===== config.mk =====
export PLATFORM = sky130hd
export DESIGN_NAME = tx_slot_writer_flat
export DESIGN_NICKNAME = d
export VERILOG_FILES = /design/src/rtl/tx_slot_writer_pkg.sv /design/src/rtl/tx_slot_writer_if.sv /design/src/rtl/tx_slot_writer_space.sv /design/src/rtl/tx_slot_writer.sv /design/src/flat_wrapper.sv
export SDC_FILE = /design/constraint.sdc
export NUM_CORES = 1
export LEC_CHECK = 0
export ABC_AREA = 1
export CORE_ASPECT_RATIO = 2
export CORE_MARGIN = 1.5
export CORE_UTILIZATION = 53
export DETAILED_ROUTE_END_ITERATION = 10
export PLACE_DENSITY = 0.78
export SYNTH_ARGS = -nofsm -noshare
export SYNTH_HDL_FRONTEND = slang
export SYNTH_SLANG_ARGS = --single-unit
export TNS_END_PERCENT = 1

===== constraint.sdc =====
create_clock -name gmii_tx_clk -period 3.1 [get_ports gmii_tx_clk]
set_clock_uncertainty 0.1 [all_clocks]
set_input_delay 0.93 -clock gmii_tx_clk [delete_from_list [all_inputs] [get_ports gmii_tx_clk]]
set_output_delay 0.93 -clock gmii_tx_clk [all_outputs]
set_load 0.02 [all_outputs]

===== src/rtl/tx_slot_writer_pkg.sv =====
// Shared constants, header layout and FSM encoding for the TX slot writer.
package ethpipe_tx_pkg;

    localparam int HDR_WORDS = 7;

    localparam logic [2:0] HW_LEN   = 3'd0;
    localparam logic [2:0] HW_TS0   = 3'd1;
    localparam logic [2:0] HW_TS1   = 3'd2;
    localparam logic [2:0] HW_TS2   = 3'd3;
    localparam logic [2:0] HW_TS3   = 3'd4;
    localparam logic [2:0] HW_HASH0 = 3'd5;
    localparam logic [2:0] HW_HASH1 = 3'd6;

    typedef enum logic [2:0] {
        IDLE   = 3'd0,
        SPACE  = 3'd1,
        HDR    = 3'd2,
        DATA   = 3'd3,
        COMMIT = 3'd4,
        ABORT  = 3'd5,
        DRAIN  = 3'd6
    } state_t;

    // Number of 16b data words needed to carry len bytes.
    function automatic logic [15:0] data_words(input logic [15:0] len);
        logic [16:0] t;
        t = {1'b0, len} + 17'd1;
        return t[16:1];
    endfunction

    // Total slot words (header plus data) occupied by one frame.
    function automatic logic [15:0] slot_words(input logic [15:0] len);
        return data_words(len) + 16'(HDR_WORDS);
    endfunction

endpackage


===== src/rtl/tx_slot_writer_if.sv =====
// Descriptor and data-word handshake between the frame producer and the slot writer.
interface tx_slot_writer_if;
    logic        desc_valid;
    logic        desc_ready;
    logic [15:0] desc_len;
    logic [63:0] desc_timestamp;
    logic [31:0] desc_hash;
    logic        in_valid;
    logic        in_ready;
    logic [15:0] in_data;
    logic        in_last;

    modport master (
        output desc_valid, desc_len, desc_timestamp, desc_hash,
        input  desc_ready,
        output in_valid, in_data, in_last,
        input  in_ready
    );

    modport slave (
        input  desc_valid, desc_len, desc_timestamp, desc_hash,
        output desc_ready,
        input  in_valid, in_data, in_last,
        output in_ready
    );
endinterface


===== src/rtl/tx_slot_writer_space.sv =====
// Ring free-space tracker: registers rd-wr-1 and flags whether a frame of
// 'need' words fits. The one-cycle latency is hidden by the SPACE state.
module tx_slot_space
    import ethpipe_tx_pkg::*;
#(
    parameter int ADDR_W = 14
) (
    input  logic              clk,
    input  logic              rst,
    input  logic [ADDR_W-1:0] rd_ptr,
    input  logic [ADDR_W-1:0] wr_ptr,
    input  logic [15:0]       need,
    output logic              fits
);

    logic [ADDR_W-1:0] free_q;

    // Free words in the ring; one slot is always kept empty so full != empty.
    always_ff @(posedge clk) begin
        if (rst) free_q <= '0;
        else     free_q <= rd_ptr - wr_ptr - 1'b1;
    end

    assign fits = (32'(free_q) >= 32'(need));

endmodule


===== src/rtl/tx_slot_writer.sv =====
// TX slot writer: stores a 7-word header plus the frame data words into the
// slot ring and publishes mem_wr_ptr only after the whole frame is written.
// Optional statistics counters are enabled by defining TX_SLOT_WR_STATS_EN.
//
// state  | meaning
// IDLE   | waiting for a descriptor
// SPACE  | waiting for enough free ring words for header + data
// HDR    | writing header words 0..6
// DATA   | writing data words from the input stream
// COMMIT | publishing the write cursor to mem_wr_ptr
// ABORT  | frame abandoned, nothing published
// DRAIN  | discarding input words up to in_last
module tx_slot_writer
    import ethpipe_tx_pkg::*;
#(
    parameter int          ADDR_W        = 14,
    parameter logic [15:0] MIN_FRAME_LEN = 16'd14,
    parameter logic [15:0] MAX_FRAME_LEN = 16'd1514
) (
    input  logic               gmii_tx_clk,
    input  logic               sys_rst,
    tx_slot_writer_if.slave    tx,
    output logic [ADDR_W-1:0]  slot_wr_addr,
    output logic [15:0]        slot_wr_data,
    output logic [1:0]         slot_wr_byte_en,
    output logic               slot_wr_en,
    input  logic [ADDR_W-1:0]  mem_rd_ptr,
    output logic [ADDR_W-1:0]  mem_wr_ptr
`ifdef TX_SLOT_WR_STATS_EN
    ,
    output logic [31:0]        frame_cnt,
    output logic [31:0]        drop_cnt
`endif
);

    state_t            state, state_n;
    logic [ADDR_W-1:0] cur;
    logic [2:0]        hdr_cnt;
    logic [15:0]       data_cnt;
    logic [15:0]       len_q;
    logic [63:0]       ts_q;
    logic [31:0]       hash_q;
    logic              abort_drain;
    logic [15:0]       hdr_word;
    logic [15:0]       need_words;
    logic [15:0]       nd_q;
    logic              fits;
    logic              desc_hs;
    logic              beat;
    logic              len_ok;
    logic              last_beat;

    assign slot_wr_byte_en = 2'b11;
    assign desc_hs   = tx.desc_valid & tx.desc_ready;
    assign beat      = tx.in_valid & tx.in_ready;
    assign len_ok    = (tx.desc_len >= MIN_FRAME_LEN) && (tx.desc_len <= MAX_FRAME_LEN);
    assign nd_q      = data_words(len_q);
    assign need_words = slot_words(len_q);
    assign last_beat = ((data_cnt + 16'd1) == nd_q);

    tx_slot_space #(.ADDR_W(ADDR_W)) u_space (
        .clk    (gmii_tx_clk),
        .rst    (sys_rst),
        .rd_ptr (mem_rd_ptr),
        .wr_ptr (mem_wr_ptr),
        .need   (need_words),
        .fits   (fits)
    );

    // State register.
    always_ff @(posedge gmii_tx_clk) begin
        if (sys_rst) state <= IDLE;
        else         state <= state_n;
    end

    // Next-state decision.
    always_comb begin
        state_n = state;
        case (state)
            IDLE:   if (desc_hs) state_n = len_ok ? SPACE : DRAIN;
            SPACE:  if (fits) state_n = HDR;
            HDR:    if (hdr_cnt == HW_HASH1) state_n = DATA;
            DATA: begin
                if (beat) begin
                    if (last_beat)        state_n = tx.in_last ? COMMIT : ABORT;
                    else if (tx.in_last)  state_n = ABORT;
                end
            end
            COMMIT: state_n = IDLE;
            ABORT:  state_n = abort_drain ? DRAIN : IDLE;
            DRAIN:  if (beat && tx.in_last) state_n = IDLE;
            default: state_n = IDLE;
        endcase
    end

    // Handshake outputs; held low while reset is asserted.
    always_comb begin
        tx.desc_ready = 1'b0;
        tx.in_ready   = 1'b0;
        case (state)
            IDLE:        tx.desc_ready = ~sys_rst;
            DATA, DRAIN: tx.in_ready   = ~sys_rst;
            default: ;
        endcase
    end

    // Header word selected by the header counter.
    always_comb begin
        hdr_word = len_q;
        case (hdr_cnt)
            HW_TS0:   hdr_word = ts_q[63:48];
            HW_TS1:   hdr_word = ts_q[47:32];
            HW_TS2:   hdr_word = ts_q[31:16];
            HW_TS3:   hdr_word = ts_q[15:0];
            HW_HASH0: hdr_word = hash_q[31:16];
            HW_HASH1: hdr_word = hash_q[15:0];
            default:  hdr_word = len_q;
        endcase
    end

    // Descriptor latch, write cursor, registered slot port and pointer publish.
    always_ff @(posedge gmii_tx_clk) begin
        if (sys_rst) begin
            cur          <= '0;
            hdr_cnt      <= '0;
            data_cnt     <= '0;
            len_q        <= '0;
            ts_q         <= '0;
            hash_q       <= '0;
            abort_drain  <= 1'b0;
            slot_wr_en   <= 1'b0;
            slot_wr_addr <= '0;
            slot_wr_data <= '0;
            mem_wr_ptr   <= '0;
        end else begin
            slot_wr_en <= 1'b0;
            case (state)
                IDLE: begin
                    if (desc_hs) begin
                        len_q       <= tx.desc_len;
                        ts_q        <= tx.desc_timestamp;
                        hash_q      <= tx.desc_hash;
                        cur         <= mem_wr_ptr;
                        hdr_cnt     <= '0;
                        data_cnt    <= '0;
                        abort_drain <= 1'b0;
                    end
                end
                HDR: begin
                    slot_wr_en   <= 1'b1;
                    slot_wr_addr <= cur;
                    slot_wr_data <= hdr_word;
                    cur          <= cur + 1'b1;
                    hdr_cnt      <= hdr_cnt + 3'd1;
                end
                DATA: begin
                    if (beat) begin
                        slot_wr_en   <= 1'b1;
                        slot_wr_addr <= cur;
                        slot_wr_data <= tx.in_data;
                        cur          <= cur + 1'b1;
                        data_cnt     <= data_cnt + 16'd1;
                        // Stream is longer than the descriptor: discard the rest.
                        if (last_beat && !tx.in_last) abort_drain <= 1'b1;
                    end
                end
                COMMIT: mem_wr_ptr <= cur;
                default: ;
            endcase
        end
    end

`ifdef TX_SLOT_WR_STATS_EN
    logic drop_evt;
    assign drop_evt = (state == ABORT) || ((state == IDLE) && desc_hs && !len_ok);

    // Saturating committed-frame and dropped-frame counters.
    always_ff @(posedge gmii_tx_clk) begin
        if (sys_rst) begin
            frame_cnt <= '0;
            drop_cnt  <= '0;
        end else begin
            if ((state == COMMIT) && (frame_cnt != '1)) frame_cnt <= frame_cnt + 32'd1;
            if (drop_evt && (drop_cnt != '1))           drop_cnt  <= drop_cnt + 32'd1;
        end
    end
`endif

endmodule

===== src/flat_wrapper.sv =====
// flat-port wrapper written by rule: the top's interface ports become plain ports
module tx_slot_writer_flat import ethpipe_tx_pkg::*;
#(
    parameter int          ADDR_W        = 14,
    parameter logic [15:0] MIN_FRAME_LEN = 16'd14,
    parameter logic [15:0] MAX_FRAME_LEN = 16'd1514
)
  (gmii_tx_clk, sys_rst, slot_wr_addr, slot_wr_data, slot_wr_byte_en, slot_wr_en, mem_rd_ptr, mem_wr_ptr, tx_desc_valid, tx_desc_len, tx_desc_timestamp, tx_desc_hash, tx_desc_ready, tx_in_valid, tx_in_data, tx_in_last, tx_in_ready);
  tx_slot_writer_if tx_i ();
  input  logic gmii_tx_clk;
  input  logic sys_rst;
  output logic [ADDR_W-1:0] slot_wr_addr;
  output logic [15:0] slot_wr_data;
  output logic [1:0] slot_wr_byte_en;
  output logic slot_wr_en;
  input  logic [ADDR_W-1:0] mem_rd_ptr;
  output logic [ADDR_W-1:0] mem_wr_ptr;
  input wire logic [$bits(tx_i.desc_valid)-1:0] tx_desc_valid;
  input wire logic [$bits(tx_i.desc_len)-1:0] tx_desc_len;
  input wire logic [$bits(tx_i.desc_timestamp)-1:0] tx_desc_timestamp;
  input wire logic [$bits(tx_i.desc_hash)-1:0] tx_desc_hash;
  output wire logic [$bits(tx_i.desc_ready)-1:0] tx_desc_ready;
  input wire logic [$bits(tx_i.in_valid)-1:0] tx_in_valid;
  input wire logic [$bits(tx_i.in_data)-1:0] tx_in_data;
  input wire logic [$bits(tx_i.in_last)-1:0] tx_in_last;
  output wire logic [$bits(tx_i.in_ready)-1:0] tx_in_ready;
  assign tx_i.desc_valid = tx_desc_valid;
  assign tx_i.desc_len = tx_desc_len;
  assign tx_i.desc_timestamp = tx_desc_timestamp;
  assign tx_i.desc_hash = tx_desc_hash;
  assign tx_desc_ready = tx_i.desc_ready;
  assign tx_i.in_valid = tx_in_valid;
  assign tx_i.in_data = tx_in_data;
  assign tx_i.in_last = tx_in_last;
  assign tx_in_ready = tx_i.in_ready;
  tx_slot_writer #(.ADDR_W(ADDR_W), .MIN_FRAME_LEN(MIN_FRAME_LEN), .MAX_FRAME_LEN(MAX_FRAME_LEN)) u_core (.gmii_tx_clk(gmii_tx_clk), .sys_rst(sys_rst), .tx(tx_i), .slot_wr_addr(slot_wr_addr), .slot_wr_data(slot_wr_data), .slot_wr_byte_en(slot_wr_byte_en), .slot_wr_en(slot_wr_en), .mem_rd_ptr(mem_rd_ptr), .mem_wr_ptr(mem_wr_ptr));
endmodule

==> flow_summary.toml <==
[sta]
fin_worst_hold_slack_ps = 348
hold_violations = 0
tightest_slew_ps = 762
postLayoutSetupSlackWorst_ps = 88.8
fin_crit_sh_pct = 97.1
fmax_ghz = 0.332
setup_viol_count_final = 0
slew_viol_final = 0
grt_setup_unrepaired = "true"
period_needed_ps = 3010
timing.max_slew.rel_slack_pct = 48.9

[clocking]
clock_tree_from_tritoncts = "done"
clk_pin_slew_ps = 70
clock-root-buffer = "sky130_fd_sc_hd__clkbuf_16"
post_cts_hold_buffer_count = 0
cts.path.max_buffers = 3
clk-insertion-delay-late_ps = 490
cts_max_level = 1
tritoncts.num_buffers = 19
clock-sinks = 208

[placement]
hpwlAfterDp_mm = 27.1
setup_ws_pre_cts_ps = -348
io_buffer_count = 193
place_congestion = 0.982
placedCellCount = 2000

[grt]
antenna_found_initial = 0
pin_count_of_the_biggest_net_entering_global_routing = 186
grt_use_total_pct = 32.0
number_of_global_route_vias_before_repair = 10700
grt_pass1_wl_mm = 54.0
overflow = 0

[route]
met2_wirelength_mm = 19.1
wl_met3_mm = 1.59
routed_wl_mm = 35.5
drtAntennaViolNets = 0
top_signal_layer_used = "met4"
total_via_count_in_the_routed_design = 11300
wirelength_met1_mm = 12.2
firstDrtPassIters = 7
initialDrtViolationCount = 588
routed_wire_length_per_instance_um = 17.5
drt_drc_violations_left = 0
drt-vias-per-instance = 5.58

[worst_setup_path]
timing.critical_path.required_ps = 3430
worstSetupPathType = "flip-flop to flip-flop"
timing.critical_path.mode_cell = "sky130_fd_sc_hd__nand2_1"
path_max_fanout = 5
end_kind = "flip-flop"
critical_path.cell_chain = "buf_4, nand2_2, nor2_4, buf_4, nand2_2, nand2_1, nand2_2, nand2_1, nor2_1, nand2_2, nor2_2, xor2_1, ha_1, a21oi_1, nor3_1, a211oi_1, nand2_1, nand2_1, nand2_1, nand2_1, nand2_2, nand2_2, nand2_1, a21oi_2"
critical-path-max-stage-delay_ps = 340
startpoint_type = "flip-flop"
crit_arrival_ps = 3340
critical-path-slowest-cell = "sky130_fd_sc_hd__dfxtp_2"

[finish]
num-nets-final = 1941
non_filler_instances = 2034
utilization_pct = 68.9
post_route_cells_drive_above_1_share_pct = 8.60
layout-area-overhead-vs-synth_pct = 28.1

[yosys]
synthTopCellsByArea = "sky130_fd_sc_hd__dfxtp_1 38%, sky130_fd_sc_hd__nand2_1 12%, sky130_fd_sc_hd__a21oi_1 8.1%"
postSynthAreaPerCell_um2 = 6.95
mappedNetlistArea_um2 = 10900
yosys_most_used_dff = "sky130_fd_sc_hd__dfxtp_1"
ys_types = 48
synth.top_cell.area_share_pct = 38.2
postSynthCellCount = 1569
post_synth_edffs = 0
synth_top_cells_by_count = "340 x sky130_fd_sc_hd__nand2_1, 208 x sky130_fd_sc_hd__dfxtp_1, 177 x sky130_fd_sc_hd__a21oi_1"
synth.yosys.seq_area_share_pct = 38.2
synth_top_cell_by_area = "sky130_fd_sc_hd__dfxtp_1"
synth.most_common_cell = "sky130_fd_sc_hd__nand2_1"
yosys_register_bits = 208
synth-warning-count = 0
synth_async_sr_flop_share_pct = 0

[die]
initial_utilization_pct = 53.8
die-height_um = 206
die_area_um2 = 21500
placeableCoreArea_um2 = 20300
boundaryPins = 196
dieWidth_um = 104
placementRows = 74

[power]
switching_share_pct = 40.0
reported_leakage_power_uw = 0.00574
vdd_ir_drop_max_mv = 0.465
combPwrFrac_pct = 41.6
seq_power_share_pct = 35.4
power_report.internal_total_uw = 6450
p_per_area_nw_per_um2 = 769
power.switching_uw = 4300
p_clk_share_pct = 23.0

[outcome]
status = "finished, final reports clean"

[flow_run]
maxCapViolations = 0

[worst_hold_path]
timing.hold.worst.class = "flip-flop to flip-flop"
==> path summary, 6_finish.rpt <==
kind,startpoint,slack (ps),to,depth (start not counted)
worst max-delay path,u_core.len_q[1],90,u_core.state[1],24
worst min-delay path,u_core.hash_q[18],350,u_core.hash_q[18],2
worst max register to register,u_core.len_q[1],90,u_core.state[1],24
worst min register to register,u_core.hash_q[18],350,u_core.hash_q[18],2
==> layout by cell type, fill, tap and decap left out, types with 17 or more instances in the layout <==
cell and count:
sky130_fd_sc_hd__clkbuf_16 19, sky130_fd_sc_hd__nand2_1 334, sky130_fd_sc_hd__a21oi_1 176, sky130_fd_sc_hd__clkdlybuf4s50_1 190
sky130_fd_sc_hd__nand4_1 17, sky130_fd_sc_hd__buf_4 46, sky130_fd_sc_hd__nor2_1 83, sky130_fd_sc_hd__o22ai_1 19
sky130_fd_sc_hd__dfxtp_1 203, sky130_fd_sc_hd__o211ai_1 21, sky130_fd_sc_hd__inv_1 164, sky130_fd_sc_hd__nand3_1 116
sky130_fd_sc_hd__nand2_2 21, sky130_fd_sc_hd__ha_1 34, sky130_fd_sc_hd__a211oi_1 19, sky130_fd_sc_hd__o21ai_0 159
==> kinds of logic (layout without fill, tap and decap cells) <==
kind of cell               count (synthesis)  after routing  synth area share, %
and+or+nand+nor                          614            614                 24.6
xor gates and xnor gates                  20             20                 1.61
adders and majority gates                 37             37                 4.31
buffers and inverters                    255            452                 9.04
DFF                                      208            208                 38.2
other                                      1              3               0.0344
AOI/OAI and AO/OA                        434            434                 22.3
==> per-stage QoR <==
| stage | total power, uW | TNS (ps) | instance area (um^2) |
|---|---|---|---|
| 3_5_place_dp | 8210 | -510 | 13300 |
| 3_3_place_gp | 8110 | -323 | 13300 |
| 6_report | 10700 | 0 | 14000 |
| 2_1_floorplan | 6580 | 0 | 10900 |
| 5_1_grt | 11400 | -227 | 14000 |
| 4_1_cts | 10700 | 0 | 13900 |
==> power by group through the flow <==
stage,logic (uW),clock network (uW),registers (uW)
detailed placement,4370,0,3840
floorplan,2710,0,3860
CTS,4410,2480,3790
global placement,4290,0,3820
global route,4940,2580,3880
finish,4470,2470,3800
==> registers in the layout, indices dropped and copies added (netlist names) <==
register / count
u_core.data_cnt: 16
u_core.len_q: 16
u_core.u_space.free_q: 14
u_core.ts_q: 64
u_core.slot_wr_data: 16
u_core.hash_q: 32
u_core.slot_wr_en: 1
u_core.mem_wr_ptr: 14
u_core.slot_wr_addr: 14
u_core.cur: 14
u_core.hdr_cnt: 3
u_core.state: 3
u_core.abort_drain: 1
==> metal layers <==
metal | vias to the layer above | track usage (%)
met5 | - | 0
met4 | 0 | 23.4
li1 | 5630 | -
met3 | 116 | 2.96
met1 | 5186 | 31.6
met2 | 415 | 61.5
==> area by class of cell <==
| type | count | area (um^2) |
|---|---|---|
| multi-input cells | 1107 | 5820 |
| fillers | 1723 | 6300 |
| flip-flops and latches | 208 | 4170 |
| diodes | 1 | 2.50 |
| inverters | 179 | 676 |
| clock buffers | 25 | 528 |
| repair buffers | 242 | 2340 |
| well taps | 266 | 333 |
| clock inverters | 6 | 108 |
==> critical path, delay by kind of cell, from the launching register on <==
kind / cells / cell delay (ps)
xor gates and xnor gates: 1 / 160
and+or+nand+nor: 17 / 1380
DFF: 1 / 340
AOI/OAI and AO/OA: 3 / 420
buffers and inverters: 2 / 300
adders and majority gates: 1 / 260
==> timing repair <==
action | 4_1_cts | 5_1_grt
buffers inserted | 0 | 2
pin swaps | 1 | 5
setup endpoints to repair | 2 | 7
resized for setup | 3 | 20
Note: power is estimated with default switching activity, not from simulation.
